==> config.mk <==
export PLATFORM = sky130hd
export DESIGN_NAME = mcu_spi_link
export DESIGN_NICKNAME = d
export VERILOG_FILES = /design/src/rtl/mcu_spi_link.sv
export SDC_FILE = /design/constraint.sdc
export NUM_CORES = 1
export LEC_CHECK = 0
export CORE_ASPECT_RATIO = 1.5
export CORE_MARGIN = 2
export CORE_UTILIZATION = 30
export CTS_CLUSTER_SIZE = 8
export DETAILED_ROUTE_END_ITERATION = 8
export PLACE_DENSITY_LB_ADDON = 0.15
export SETUP_SLACK_MARGIN = 0.2
export SYNTH_ARGS = -nofsm -noshare
export SYNTH_HDL_FRONTEND = slang
export SYNTH_SLANG_ARGS = --single-unit
==> constraint.sdc <==
create_clock -name clk -period 1.54 [get_ports clk]
set_input_delay 0.154 -clock clk [delete_from_list [all_inputs] [get_ports clk]]
set_output_delay 0.154 -clock clk [all_outputs]
set_load 0.01 [all_outputs]
==> src/rtl/mcu_spi_link.sv <==
// mcu_spi_link: mode-0 SPI target, MOSI bytes to strobe stream, reply onto MISO.
// Define MCU_SPI_TIMEOUT_EN to abort a stalled byte after TIMEOUT_CYCLES idle clk.

module mcu_spi_link #(
  parameter int SYNC_STAGES    = 2,
  parameter int TIMEOUT_CYCLES = 65535
) (
  input  logic       clk,
  input  logic       reset_n,
  input  logic       spi_io_ss,
  input  logic       spi_io_clk,
  input  logic       spi_io_din,
  output logic       spi_io_dout,
  output logic       mcu_data_strobe,
  output logic       mcu_data_start,
  output logic [7:0] mcu_data_out,
  input  logic [7:0] mcu_data_in
);

  localparam int NS = (SYNC_STAGES < 2) ? 2 : SYNC_STAGES;

  typedef enum logic {IDLE, ACTIVE} state_t;

  logic [NS-1:0] ss_sync;
  logic [NS-1:0] sclk_sync;
  logic [NS-1:0] din_sync;
  logic          ss_d;
  logic          sclk_d;
  logic          ss_s;
  logic          sclk_s;
  logic          din_s;
  logic          ss_fall;
  logic          ss_rise;
  logic          sclk_rise;
  logic          sclk_fall;

  state_t        state;
  logic [2:0]    bit_cnt;
  logic [7:0]    rx;
  logic [7:0]    tx;
  logic          first;
  logic          reload;
  logic          timeout;

  assign ss_s      = ss_sync[NS-1];
  assign sclk_s    = sclk_sync[NS-1];
  assign din_s     = din_sync[NS-1];
  assign ss_fall   = ss_d & ~ss_s;
  assign ss_rise   = ~ss_d & ss_s;
  assign sclk_rise = ~sclk_d & sclk_s;
  assign sclk_fall = sclk_d & ~sclk_s;

  // Synchronise SPI pins and keep one extra delayed copy for edge detection
  always_ff @(posedge clk or negedge reset_n) begin
    if (!reset_n) begin
      ss_sync   <= '1;
      sclk_sync <= '0;
      din_sync  <= '0;
      ss_d      <= 1'b1;
      sclk_d    <= 1'b0;
    end else begin
      ss_sync   <= {ss_sync[NS-2:0], spi_io_ss};
      sclk_sync <= {sclk_sync[NS-2:0], spi_io_clk};
      din_sync  <= {din_sync[NS-2:0], spi_io_din};
      ss_d      <= ss_s;
      sclk_d    <= sclk_s;
    end
  end

`ifdef MCU_SPI_TIMEOUT_EN
  logic [15:0] idle_cnt;

  assign timeout = (state == ACTIVE) && !sclk_rise && !sclk_fall &&
                   (idle_cnt == 16'(TIMEOUT_CYCLES));

  // Count clk cycles without an sclk edge while the frame is open
  always_ff @(posedge clk or negedge reset_n) begin
    if (!reset_n) begin
      idle_cnt <= '0;
    end else if (state != ACTIVE || sclk_rise || sclk_fall || timeout) begin
      idle_cnt <= '0;
    end else begin
      idle_cnt <= idle_cnt + 16'd1;
    end
  end
`else
  assign timeout = 1'b0;
`endif

  // Frame FSM: shift bits in/out, emit byte strobes, reload the reply
  always_ff @(posedge clk or negedge reset_n) begin
    if (!reset_n) begin
      state           <= IDLE;
      bit_cnt         <= '0;
      rx              <= '0;
      tx              <= '0;
      first           <= 1'b1;
      reload          <= 1'b0;
      mcu_data_strobe <= 1'b0;
      mcu_data_start  <= 1'b0;
      mcu_data_out    <= '0;
    end else begin
      mcu_data_strobe <= 1'b0;
      mcu_data_start  <= 1'b0;
      reload          <= mcu_data_strobe;
      unique case (state)
        IDLE: begin
          bit_cnt <= '0;
          rx      <= '0;
          first   <= 1'b1;
          if (ss_fall) begin
            tx    <= mcu_data_in;
            state <= ACTIVE;
          end
        end
        ACTIVE: begin
          if (ss_rise) begin
            state   <= IDLE;
            bit_cnt <= '0;
            rx      <= '0;
            first   <= 1'b1;
          end else if (timeout) begin
            bit_cnt <= '0;
            rx      <= '0;
            first   <= 1'b1;
            tx      <= mcu_data_in;
          end else begin
            if (sclk_rise) begin
              rx      <= {rx[6:0], din_s};
              bit_cnt <= bit_cnt + 3'd1;
              if (bit_cnt == 3'd7) begin
                mcu_data_out    <= {rx[6:0], din_s};
                mcu_data_strobe <= 1'b1;
                mcu_data_start  <= first;
                first           <= 1'b0;
              end
            end
            if (reload) begin
              tx <= mcu_data_in;
            end else if (sclk_fall) begin
              tx <= {tx[6:0], 1'b0};
            end
          end
        end
        default: state <= IDLE;
      endcase
    end
  end

  assign spi_io_dout = (state == ACTIVE) && tx[7];

endmodule

Word-level counts from Yosys, hierarchy flattened. Cells that the tools add are included.

$add $sub $neg: 1. Equal/unequal tests: 6. Muxes and demuxes: 26. Bitwise operators: 10. Reduce and logical (&&, ||, !) cells: 4.

Operators with widths (number): $mux W8 (4); $pmux W8 S2 (1); $mux W7 (2); $pmux W7 S2 (1); $mux W1 (13); $mux W3 (2); $ne A3 B2 Y1 const B (2); $not A1 Y1 (6); $pmux W3 S2 (1); $and A1 B1 Y1 (4); $ne A2 B2 Y1 const B (2); $pmux W1 S2 (2); $reduce_and A4 Y1 (1); $add A3 B1 Y3 const B (1); $eq A3 B3 Y1 const B (1); $ne A3 B3 Y1 const B (1); $reduce_and A3 Y1 (1); $reduce_and A2 Y1 (1); $logic_and A1 B1 Y1 (1).

Bits in registers: 39. Input bits: 13. Output and inout port bits: 11. Logic and storage cells: 61.

Longest topological paths before layout. Gate-level depths: netlist of run 1.

Depth after elaboration: 6. Depth in mapped cells: 7.

Worst setup path after synthesis of run 1. OpenSTA, ideal clock, no wires.

Kind: flip-flop to flip-flop. From: register bit_cnt[0]. To: register mcu_data_out[7]. Library setup time: 125 ps. Arrival time: 1360 ps. Data required time: 1415 ps. Slack: 55 ps. Cell stages (with the launch flop): 8. Buffers on the path: 1. Clock period less this slack: 1485 ps. Cell sequence: dfrtp_1 > ha_1 > ha_1 > nand2_1 > or2_1 > buf_6 > inv_2 > mux2_4.

Cells in the longest elaborated chain, start to end: 2.

RTL lines: from (decl) (line 38) `logic [2:0] bit_cnt;`; from (signal assigned) (line 130) `bit_cnt <= bit_cnt + 3'd1;`; $eq A3 B3 Y1 (line 131) `if (bit_cnt == 3'd7) begin`; $reduce_and A4 Y1 (no line); to (signal assigned) (line 132) `mcu_data_out <= {rx[6:0], din_s};`; to (decl) (line 16) `output logic [7:0] mcu_data_out,`.

Every way passes these cells. A chain may end at the register's enable or synchronous reset.

Final worst setup path of run 1.
From: register bit_cnt[1]. To: register mcu_data_out[7].

The elaborated chain is that of the path after synthesis.

==> results.py, run 1 <==
metrics = {
    "power_and_ir_drop": {
        "powerDensity_nw_per_um2": 1180,
        "p_clk_frac": 0.368,
        "p_leak_nw": 1.13,
        "peakVddDrop_mv": 0.738,
        "p_int_w": 0.00213,
        "p_switching_w": 0.000570,
        "p_comb_frac": 0.187,
        "p_total_w": 0.00270,
        "swShare": 0.211,
        "seq_power_share": 0.445,
    },
    "logic_synthesis": {
        "synth_area_per_cell_um2": 13.5,
        "synthDistinctLibCells": 24,
        "ys_top_cells_by_area": "dfrtp_1 (55%), mux2_4 (13%), dfstp_2 (6.6%), nand2_1 (5.2%), mux2_2 (5.0%)",
        "synth_area_um2": 1580,
        "async_flop_share": 1.00,
        "netlist.area_leader.share": 0.554,
        "ys_ff_latch": 39,
        "synthFlopType": "dfrtp_1",
        "synth_top_area_cell": "dfrtp_1",
        "syn_inst": 117,
        "synthTopCellsByCount": "dfrtp_1 (35), nand2_1 (22), mux2_4 (14)",
        "synth.most_common_cell": "dfrtp_1",
        "synth_fp_nets": 132,
        "synth_warnings": 0,
        "seq_area_frac_synth": 0.620,
        "synth-edff-count": 0,
    },
    "global_route": {
        "grt_pass1_wl_mm": 5.15,
        "grt_max_degree": 40,
        "grt_pass1_vias": 1081,
        "grt_overflow": 0,
        "antenna_found_initial": 0,
        "grt_util_all_layers": 0.116,
    },
    "sta": {
        "fin_crit_sh": 1.02,
        "finalSetupTns_ns": -0.0297,
        "hold_violations": 0,
        "setup_slack_ns": -0.0297,
        "skew_ns": 0.00509,
        "finalMaxSlewViolations": 0,
        "hold-worst-slack_ns": 0.273,
        "fmax_mhz": 637,
        "worst_pin_slew_ns": 0.484,
        "fin_crit_ns": 1.57,
        "max_slew_margin": 0.677,
        "rsz0062_at_grt": "yes",
        "finalSetupViolations": 1,
    },
    "worst_setup_path": {
        "crit_fanout": 8,
        "critPathArrivalTime_ns": 1.74,
        "startpoint_type": "register",
        "cp.required_ns": 1.71,
        "worstSetupPathType": "reg2reg",
        "crit_path_end_kind": "register",
        "regToRegSetupSlack_ns": -0.03,
    },
    "drt": {
        "vias": 1009,
        "drc": 0,
        "first_pass_iters": 3,
        "dr.first_iter.drc_count": 23,
        "routedWlPerCell_um": 13.0,
        "drt_wl_total_mm": 3.00,
        "ant_nets": 0,
        "routed_via_density": 4.37,
    },
    "clock_tree": {
        "path_clk_slew_ns": 0.07,
        "clock_path_buffers": 2,
        "worstSkewPairLatency_ns": 0.29,
        "numCtsBuffers": 5,
        "numClockSinks": 39,
        "cts_tree": "done",
        "cts_root_buf": "clkbuf_8",
        "htreeDepth": 2,
    },
    "final_layout": {
        "drive_gt1_frac": 0.411,
        "fin_nets": 177,
        "fill_cells": 502,
        "antennaDiodeCount": 0,
        "final_core_util": 0.446,
        "areaGrowthSynthToFinish_pct": 44.6,
    },
    "outcome": {
        "violations": "negative setup slack",
        "status": "finished with violations",
    },
    "worst_hold_path": {
        "hold_path_class": "in2reg",
    },
    "floorplan": {
        "die_h_um": 92.9,
        "die_w_um": 63.3,
        "die_area_um2": 5880,
        "initial_core_util": 0.309,
        "rows": 32,
        "io_pins": 24,
        "core_um2": 5120,
    },
    "place": {
        "place_congestion": 0.670,
        "portBuffers": 23,
        "hpwl_mm": 1.83,
    },
    "job": {
        "cap_violations": 0,
    },
}
==> per-stage QoR <==
step | instances | instance area (um2) | worst slack (ns)
after floorplan | 117 | 1580 | 0.0553
after global placement | 212 | 1950 | 0.0158
after detailed placement | 212 | 1950 | -0.0294
after CTS | 230 | 2220 | -0.0241
after global routing | 231 | 2290 | -0.0910
final | 231 | 2290 | -0.0297
==> repair_timing <==
| action | in CTS | in global routing |
|---|---|---|
| setup endpoints to repair | 26 | 21 |
| gates cloned | 1 | 0 |
| endpoints found under the hold margin | 35 | 0 |
| setup buffers | 8 | 1 |
| hold buffers | 1 | 0 |
| pin swaps | 0 | 4 |
| gates resized for setup | 26 | 17 |
==> cells by family (layout without fill, tap and decap cells) <==
logic type | Yosys count | count (layout) | synth area share
xor gates and xnor gates | 1 | 1 | 0.00554
muxes | 21 | 21 | 0.183
DFF | 39 | 39 | 0.620
adders and majority gates | 2 | 2 | 0.0158
AOI/OAI and AO/OA | 15 | 15 | 0.0593
and+or+nand+nor | 30 | 30 | 0.0847
buffers and inverters | 9 | 55 | 0.0316
==> sequential cells by signal (all words and copies together) (netlist names) <==
| register | flops |
|---|---|
| bit_cnt | 3 |
| din_sync | 2 |
| first | 1 |
| mcu_data_out | 8 |
| mcu_data_start | 1 |
| mcu_data_strobe | 1 |
| reload | 1 |
| rx | 7 |
| sclk_d | 1 |
| sclk_sync | 2 |
| ss_d | 1 |
| ss_sync | 2 |
| state | 1 |
| tx | 8 |
==> power by group through the flow <==
stage / Sequential [W] / Clock [W] / Combinational, W
after floorplan: 0.00120 / 0 / 0.000251
after global placement: 0.00122 / 0 / 0.000371
after detailed placement: 0.00122 / 0 / 0.000372
after CTS: 0.00120 / 0.00102 / 0.000486
after global routing: 0.00122 / 0.00107 / 0.000547
final: 0.00120 / 0.000996 / 0.000504
==> per-layer routing <==
layer / vias up / routed length (um) / track usage
li1: 477 / - / -
met1: 504 / 1270 / 0.139
met2: 24 / 1520 / 0.184
met3: 4 / 155 / 0.0450
met4: 0 / 44 / 0.0489
met5: - / 0 / 0
==> cell type report <==
class	count	area (um2)	share of cell area
multi-input cells	69	629	0.275
repair buffers	43	432	0.189
clock inverters	2	60.1	0.0263
well taps	68	85.1	0.0372
flip-flops and latches	39	981	0.429
inverters	4	27.5	0.0120
clock buffers	6	72.6	0.0317
==> critical path: stages (launching register included) <==
cell      delay, ns
dfrtp_1        0.36
ha_2           0.20
ha_4           0.13
nand2_2        0.04
or2_4          0.25
buf_12         0.15
clkinv_8       0.04
mux2_4         0.28
==> worst paths after layout <==
| check | cells after the start | to | start |
|---|---|---|---|
| worst min-delay path | 1 | ss_sync[0]$_DFF_PN1_ | spi_io_ss |
| max in group asynchronous | 3 | first$_DFFE_PN1P_ | reset_n |
| worst max register to register | 7 | mcu_data_out[7]$_DFFE_PN0P_ | bit_cnt[1]$_DFFE_PN0P_ |
| worst max-delay path | 7 | mcu_data_out[7]$_DFFE_PN0P_ | bit_cnt[1]$_DFFE_PN0P_ |
| worst min register to register | 0 | sclk_sync[1]$_DFF_PN0_ | sclk_sync[0]$_DFF_PN0_ |
| min in group asynchronous | 3 | tx[6]$_DFFE_PN0P_ | reset_n |
==> placed cells by master, fill, tap and decap left out, types with 2 or more instances in the layout <==
| master | instances |
|---|---|
| buf_4 | 11 |
| buf_12 | 2 |
| buf_6 | 5 |
| a21oi_1 | 10 |
| and2_1 | 2 |
| dfstp_2 | 4 |
| dlymetal6s2s_1 | 2 |
| nand2_1 | 19 |
| dlygate4sd2_1 | 8 |
| clkdlybuf4s50_1 | 11 |
| inv_1 | 2 |
| mux2_4 | 21 |
| dfrtp_1 | 35 |
| nand2_2 | 3 |
| bufinv_16 | 2 |
| buf_2 | 2 |
| clkbuf_8 | 5 |
(Power assumes the default switching activity.)
==> run 2: changes to the inputs <==
--- a/config.mk
+++ b/config.mk
@@ -7,10 +7,10 @@
 export LEC_CHECK = 0
 export CORE_ASPECT_RATIO = 1.5
 export CORE_MARGIN = 2
-export CORE_UTILIZATION = 30
+export CORE_UTILIZATION = 35
 export CTS_CLUSTER_SIZE = 8
 export DETAILED_ROUTE_END_ITERATION = 8
-export PLACE_DENSITY_LB_ADDON = 0.15
+export PLACE_DENSITY_LB_ADDON = 0.25
 export SETUP_SLACK_MARGIN = 0.2
 export SYNTH_ARGS = -nofsm -noshare
 export SYNTH_HDL_FRONTEND = slang
==> run 2 against run 1 <==
Against the previous run:
- the flow finishes with violations (design-rule violations, negative setup slack)
- sequential power barely moved
- non-clock buffer count rose by 3
- maximum frequency increased by 0.14%
- routed wire length up 4.4%
- global-route usage increased by 1.6 points
- combinational power grew 5.0%
- clock power decreased by 19%
- highest routed layer unchanged
- die area down 14%
- critical endpoint unchanged
- final area is 1.1% higher
- hold slack improved by 0.0073 ns
- count of clock-buffer cells in the layout unchanged
==> results.py, run 2 (same netlist as run 1, synthesis figures left out) <==
metrics = {
    "worst_setup_path": {
        "worstSetupPathType": "reg2reg",
        "critPathArrivalTime_ns": 1.74,
        "regToRegSetupSlack_ns": -0.03,
        "crit_fanout": 2,
        "worst_r2r_endpoint": "mcu_data_out[7]$_DFFE_PN0P_",
        "reg2regPathDepth": 7,
        "crit_path_end_kind": "register",
        "cp.required_ns": 1.71,
        "startpoint_type": "register",
        "rr_startpoint": "bit_cnt[0]$_DFFE_PN0P_",
    },
    "worst_hold_path": {
        "hold_path.startpoint": "spi_io_ss",
        "whs_endpoint": "ss_sync[0]$_DFF_PN1_",
        "min_delay_path_depth": 1,
        "hold_path_class": "in2reg",
    },
    "clock_tree": {
        "cts_tree": "done",
        "cts_root_buf": "clkbuf_8",
        "clock_path_buffers": 2,
        "numCtsBuffers": 5,
        "htreeDepth": 2,
        "worstSkewPairLatency_ns": 0.28,
        "numClockSinks": 39,
        "path_clk_slew_ns": 0.07,
    },
    "final_layout": {
        "final_cell_mix": "dfrtp_1 (35), mux2_4 (21), nand2_1 (19), clkdlybuf4s50_1 (11), buf_4 (11)",
        "layout_commonest_cell": "dfrtp_1",
        "fin_nets": 180,
        "antennaDiodeCount": 0,
        "final_area_um2": 2310,
        "areaGrowthSynthToFinish_pct": 46.2,
        "drive_gt1_frac": 0.442,
        "top_regs": "mcu_data_out (8), tx (8), rx (7)",
        "final_core_util": 0.522,
    },
    "global_route": {
        "grt_pass1_vias": 1058,
        "grt_max_degree": 22,
        "antenna_found_initial": 0,
        "grt_overflow": 0,
        "grt_pass1_wl_mm": 5.03,
        "grt_util_all_layers": 0.132,
    },
    "sta": {
        "fin_crit_sh": 1.02,
        "fmax_mhz": 638,
        "rsz0062_at_grt": "yes",
        "fin_crit_ns": 1.57,
        "finalMaxSlewViolations": 0,
        "max_slew_margin": 0.697,
        "setup_slack_ns": -0.0275,
        "hold_violations": 0,
        "worst_pin_slew_ns": 0.455,
        "skew_ns": 0.00530,
        "finalSetupViolations": 8,
        "hold-worst-slack_ns": 0.280,
    },
    "floorplan": {
        "die_area_um2": 5080,
        "rows": 30,
        "initial_core_util": 0.357,
        "die_h_um": 86.3,
        "io_pins": 24,
        "die_w_um": 58.9,
        "core_um2": 4430,
    },
    "place": {
        "hpwl_mm": 1.93,
        "placed_cell_area_um2": 1950,
        "place_congestion": 0.714,
        "portBuffers": 23,
    },
    "power_and_ir_drop": {
        "peakVddDrop_mv": 0.470,
        "powerDensity_nw_per_um2": 1100,
        "p_leak_nw": 1.19,
    },
    "drt": {
        "drc": 4,
        "first_pass_iters": 6,
        "drt_wl_total_mm": 3.13,
        "dr.first_iter.drc_count": 18,
        "routedWlPerCell_um": 14.7,
        "ant_nets": 0,
        "routed_via_density": 4.75,
        "vias": 1012,
    },
    "outcome": {
        "status": "finished with violations",
        "violations": "design-rule violations, negative setup slack",
    },
    "job": {
        "cap_violations": 0,
    },
}
## run 2: cell count changes in the layout (fill, tap and decap cells not counted), moves of 2 or more
cell	delta
dlygate4sd2_1	-2
a21oi_2	+5
dlymetal6s2s_1	+3
nand2_2	-2
a21oi_1	-5
nand2_4	+2
inv_4	+2
## run 2: worst max-delay path: stages, from the launching register on
cell	delay, ns
dfrtp_1	0.36
ha_2	0.20
ha_4	0.13
nand2_2	0.04
or2_4	0.27
buf_6	0.12
inv_4	0.04
mux2_4	0.28
## run 2: per-stage QoR
step / setup slack [ns] / TNS (ns) / cells / power [W]
global placement: 0.0370 / 0 / 194 / 0.00159
finish: -0.0275 / -0.138 / 213 / 0.00254
global route: -0.0701 / -0.495 / 213 / 0.00267
detailed placement: -0.00476 / -0.00500 / 194 / 0.00160
floorplan: 0.0553 / 0 / 117 / 0.00145
CTS: 0.00189 / 0 / 208 / 0.00253
## run 2: layout make-up
type | count | area [um2]
multi-input cells | 69 | 658
well taps | 48 | 60.1
clock buffers | 6 | 72.6
flip-flops and latches | 39 | 981
repair buffers | 46 | 490
inverters | 4 | 20.0
fillers | 414 | 2120
clock inverters | 1 | 30.0
## run 2: what timing repair did
action                                 in CTS  in global routing
setup buffers                               6                  4
hold buffers                                1                  0
pin swaps                                   2                  7
cloned                                      0                  1
resized for setup                          25                 23
endpoints found under the hold margin      14                  0
setup endpoints to repair                  24                 34
## run 2: worst max path at each step
stage / start / to / slack, ns / depth (start not counted)
floorplan: bit_cnt[0]$_DFFE_PN0P_ / mcu_data_out[7]$_DFFE_PN0P_ / 0.06 / 7
global placement: bit_cnt[0]$_DFFE_PN0P_ / mcu_data_out[1]$_DFFE_PN0P_ / 0.04 / 6
detailed placement: bit_cnt[0]$_DFFE_PN0P_ / mcu_data_out[7]$_DFFE_PN0P_ / -0.005 / 7
CTS: bit_cnt[0]$_DFFE_PN0P_ / mcu_data_out[7]$_DFFE_PN0P_ / 0.002 / 7
global route: bit_cnt[1]$_DFFE_PN0P_ / mcu_data_out[7]$_DFFE_PN0P_ / -0.07 / 7
finish: bit_cnt[0]$_DFFE_PN0P_ / mcu_data_out[7]$_DFFE_PN0P_ / -0.03 / 7
## run 2: power by group
group	total [W]	internal [W]	switching, W	leakage [nW]
Clock	0.000806	0.000475	0.000332	0.0513
Sequential	0.00120	0.00114	0.0000608	0.500
Combinational	0.000529	0.000355	0.000173	0.635
Total	0.00254	0.00197	0.000566	1.19
## run 2: routing by layer
metal  part of all wire  vias to the layer above  track usage
met3              0.040                        4       0.0358
met4              0.013                        0       0.0558
met5                  0                        -            0
met2               0.54                       18        0.218
li1                   -                      480            -
met1               0.41                      510        0.158
==> run 3: changes to the inputs <==
--- a/config.mk
+++ b/config.mk
@@ -8,6 +8,7 @@
 export CORE_ASPECT_RATIO = 1.5
 export CORE_MARGIN = 2
 export CORE_UTILIZATION = 35
+export CTS_BUF_LIST = sky130_fd_sc_hd__clkbuf_8 sky130_fd_sc_hd__clkbuf_16
 export CTS_CLUSTER_SIZE = 8
 export DETAILED_ROUTE_END_ITERATION = 8
 export PLACE_DENSITY_LB_ADDON = 0.25
==> run 3 against run 2 <==
Against the previous run:
- the flow still finishes with violations (design-rule violations, negative setup slack)
- combinational power is essentially flat
- clock power decreased by 0.7%
- clock skew about the same
- total power down 0.26%
==> results.py, run 3 (same netlist as run 1, synthesis figures left out) <==
metrics = {
    "outcome": {
        "status": "finished with violations",
        "violations": "design-rule violations, negative setup slack",
    },
    "clock_tree": {
        "numCtsBuffers": 5,
        "cts_root_buf": "clkbuf_8",
        "cts_tree": "done",
        "htreeDepth": 2,
        "path_clk_slew_ns": 0.07,
        "numClockSinks": 39,
        "worstSkewPairLatency_ns": 0.28,
        "clock_path_buffers": 2,
    },
    "sta": {
        "fin_crit_sh": 1.02,
        "fmax_mhz": 638,
        "skew_ns": 0.00556,
        "finalMaxSlewViolations": 0,
        "worst_pin_slew_ns": 0.452,
        "setup_slack_ns": -0.0277,
        "rsz0062_at_grt": "yes",
        "finalSetupTns_ns": -0.133,
        "max_slew_margin": 0.698,
        "finalSetupViolations": 8,
        "hold_violations": 0,
        "fin_crit_ns": 1.57,
    },
    "place": {
        "placed_cell_area_um2": 1950,
        "hpwl_mm": 1.93,
        "dp_slack_ns": -0.00476,
        "place_congestion": 0.714,
        "portBuffers": 23,
    },
    "power_and_ir_drop": {
        "p_leak_nw": 1.19,
        "peakVddDrop_mv": 0.470,
        "p_switching_w": 0.000566,
        "p_comb_frac": 0.209,
        "seq_power_share": 0.475,
        "p_int_w": 0.00197,
        "powerDensity_nw_per_um2": 1100,
        "swShare": 0.223,
        "p_clk_frac": 0.316,
    },
    "drt": {
        "drt_wl_total_mm": 3.13,
        "drc": 4,
        "routed_via_density": 4.75,
        "vias": 1012,
        "first_pass_iters": 6,
        "routedWlPerCell_um": 14.7,
        "dr.first_iter.drc_count": 20,
        "ant_nets": 0,
    },
    "floorplan": {
        "die_h_um": 86.3,
        "initial_core_util": 0.357,
        "rows": 30,
        "die_area_um2": 5080,
        "io_pins": 24,
        "core_um2": 4430,
        "die_w_um": 58.9,
    },
    "final_layout": {
        "drive_gt1_frac": 0.442,
        "layout_commonest_cell": "dfrtp_1",
        "final_area_um2": 2310,
        "fill_cells": 414,
        "areaGrowthSynthToFinish_pct": 46.2,
        "final_core_util": 0.522,
        "fin_nets": 180,
        "top_regs": "mcu_data_out (8), tx (8), rx (7)",
        "antennaDiodeCount": 0,
        "final_cell_mix": "dfrtp_1 (35), mux2_4 (21), nand2_1 (19), clkdlybuf4s50_1 (11), buf_4 (11)",
    },
    "global_route": {
        "grt_overflow": 0,
        "grt_util_all_layers": 0.132,
        "grt_pass1_vias": 1058,
        "grt_max_degree": 22,
        "antenna_found_initial": 0,
        "grt_pass1_wl_mm": 5.03,
    },
    "worst_setup_path": {
        "slowest_stage": "dfrtp_1",
        "critPathArrivalTime_ns": 1.74,
        "crit_fanout": 2,
        "slowest_delay_ns": 0.36,
        "cp.required_ns": 1.71,
        "startpoint_type": "register",
        "crit_chain": "ha_2 -> ha_4 -> nand2_2 -> or2_4 -> buf_6 -> inv_4 -> mux2_4",
        "critPathBufInv": 2,
        "crit_path_end_kind": "register",
        "worstSetupPathType": "reg2reg",
        "regToRegSetupSlack_ns": -0.03,
        "cp_top_family": "flip-flops",
    },
    "worst_hold_path": {
        "hold_path_class": "in2reg",
    },
    "job": {
        "cap_violations": 0,
    },
}
[run 3: power by group through the flow]
stage | combinational, W | sequential [W] | clock [W]
4_1_cts | 0.000491 | 0.00120 | 0.000827
6_report | 0.000529 | 0.00120 | 0.000800
3_5_place_dp | 0.000378 | 0.00122 | 0
2_1_floorplan | 0.000251 | 0.00120 | 0
3_3_place_gp | 0.000372 | 0.00121 | 0
5_1_grt | 0.000570 | 0.00122 | 0.000878
[run 3: final timing paths]
kind | endpoint | start | depth (start not counted)
worst max-delay path | mcu_data_out[7]$_DFFE_PN0P_ | bit_cnt[0]$_DFFE_PN0P_ | 7
min in group asynchronous | tx[7]$_DFFE_PN0P_ | reset_n | 2
max in group asynchronous | mcu_data_out[4]$_DFFE_PN0P_ | reset_n | 3
worst min-delay path | ss_sync[0]$_DFF_PN1_ | spi_io_ss | 1
worst min register to register | ss_sync[1]$_DFF_PN1_ | ss_sync[0]$_DFF_PN1_ | 0
worst max register to register | mcu_data_out[7]$_DFFE_PN0P_ | bit_cnt[0]$_DFFE_PN0P_ | 7
[run 3: metrics by stage]
stage	hold slack [ns]	cells	total power, W
6_report	0.279	213	0.00253
3_3_place_gp	0.113	194	0.00159
4_1_cts	0.272	208	0.00252
2_1_floorplan	-0.142	117	0.00145
3_5_place_dp	0.127	194	0.00160
5_1_grt	0.270	213	0.00267
[run 3: metal layers]
metal | global-route usage | part of all wire | vias up | wire length, um
li1 | - | - | 481 | -
met3 | 0.0358 | 0.040 | 4 | 125
met4 | 0.0558 | 0.014 | 0 | 43
met2 | 0.218 | 0.54 | 18 | 1690
met1 | 0.158 | 0.41 | 509 | 1270
met5 | 0 | 0 | - | 0
[run 3: what timing repair did]
| action | 4_1_cts | 5_1_grt |
|---|---|---|
| pin swaps | 2 | 7 |
| cloned | 0 | 1 |
| endpoints found under the hold margin | 14 | 0 |
| endpoints found under the setup margin | 24 | 34 |
| buffers inserted | 6 | 4 |
| gates resized for setup | 25 | 23 |
| hold buffers | 1 | 0 |
[run 3: final cells by class]
cell class	instances	area [um2]	share of cell area
timing repair buffer	46	490	0.212
multi-input combinational	69	658	0.285
tap	48	60.1	0.0260
sequential	39	981	0.424
clock buffer	5	68.8	0.0298
inverter	4	20.0	0.00866
clock inverter	2	33.8	0.0146
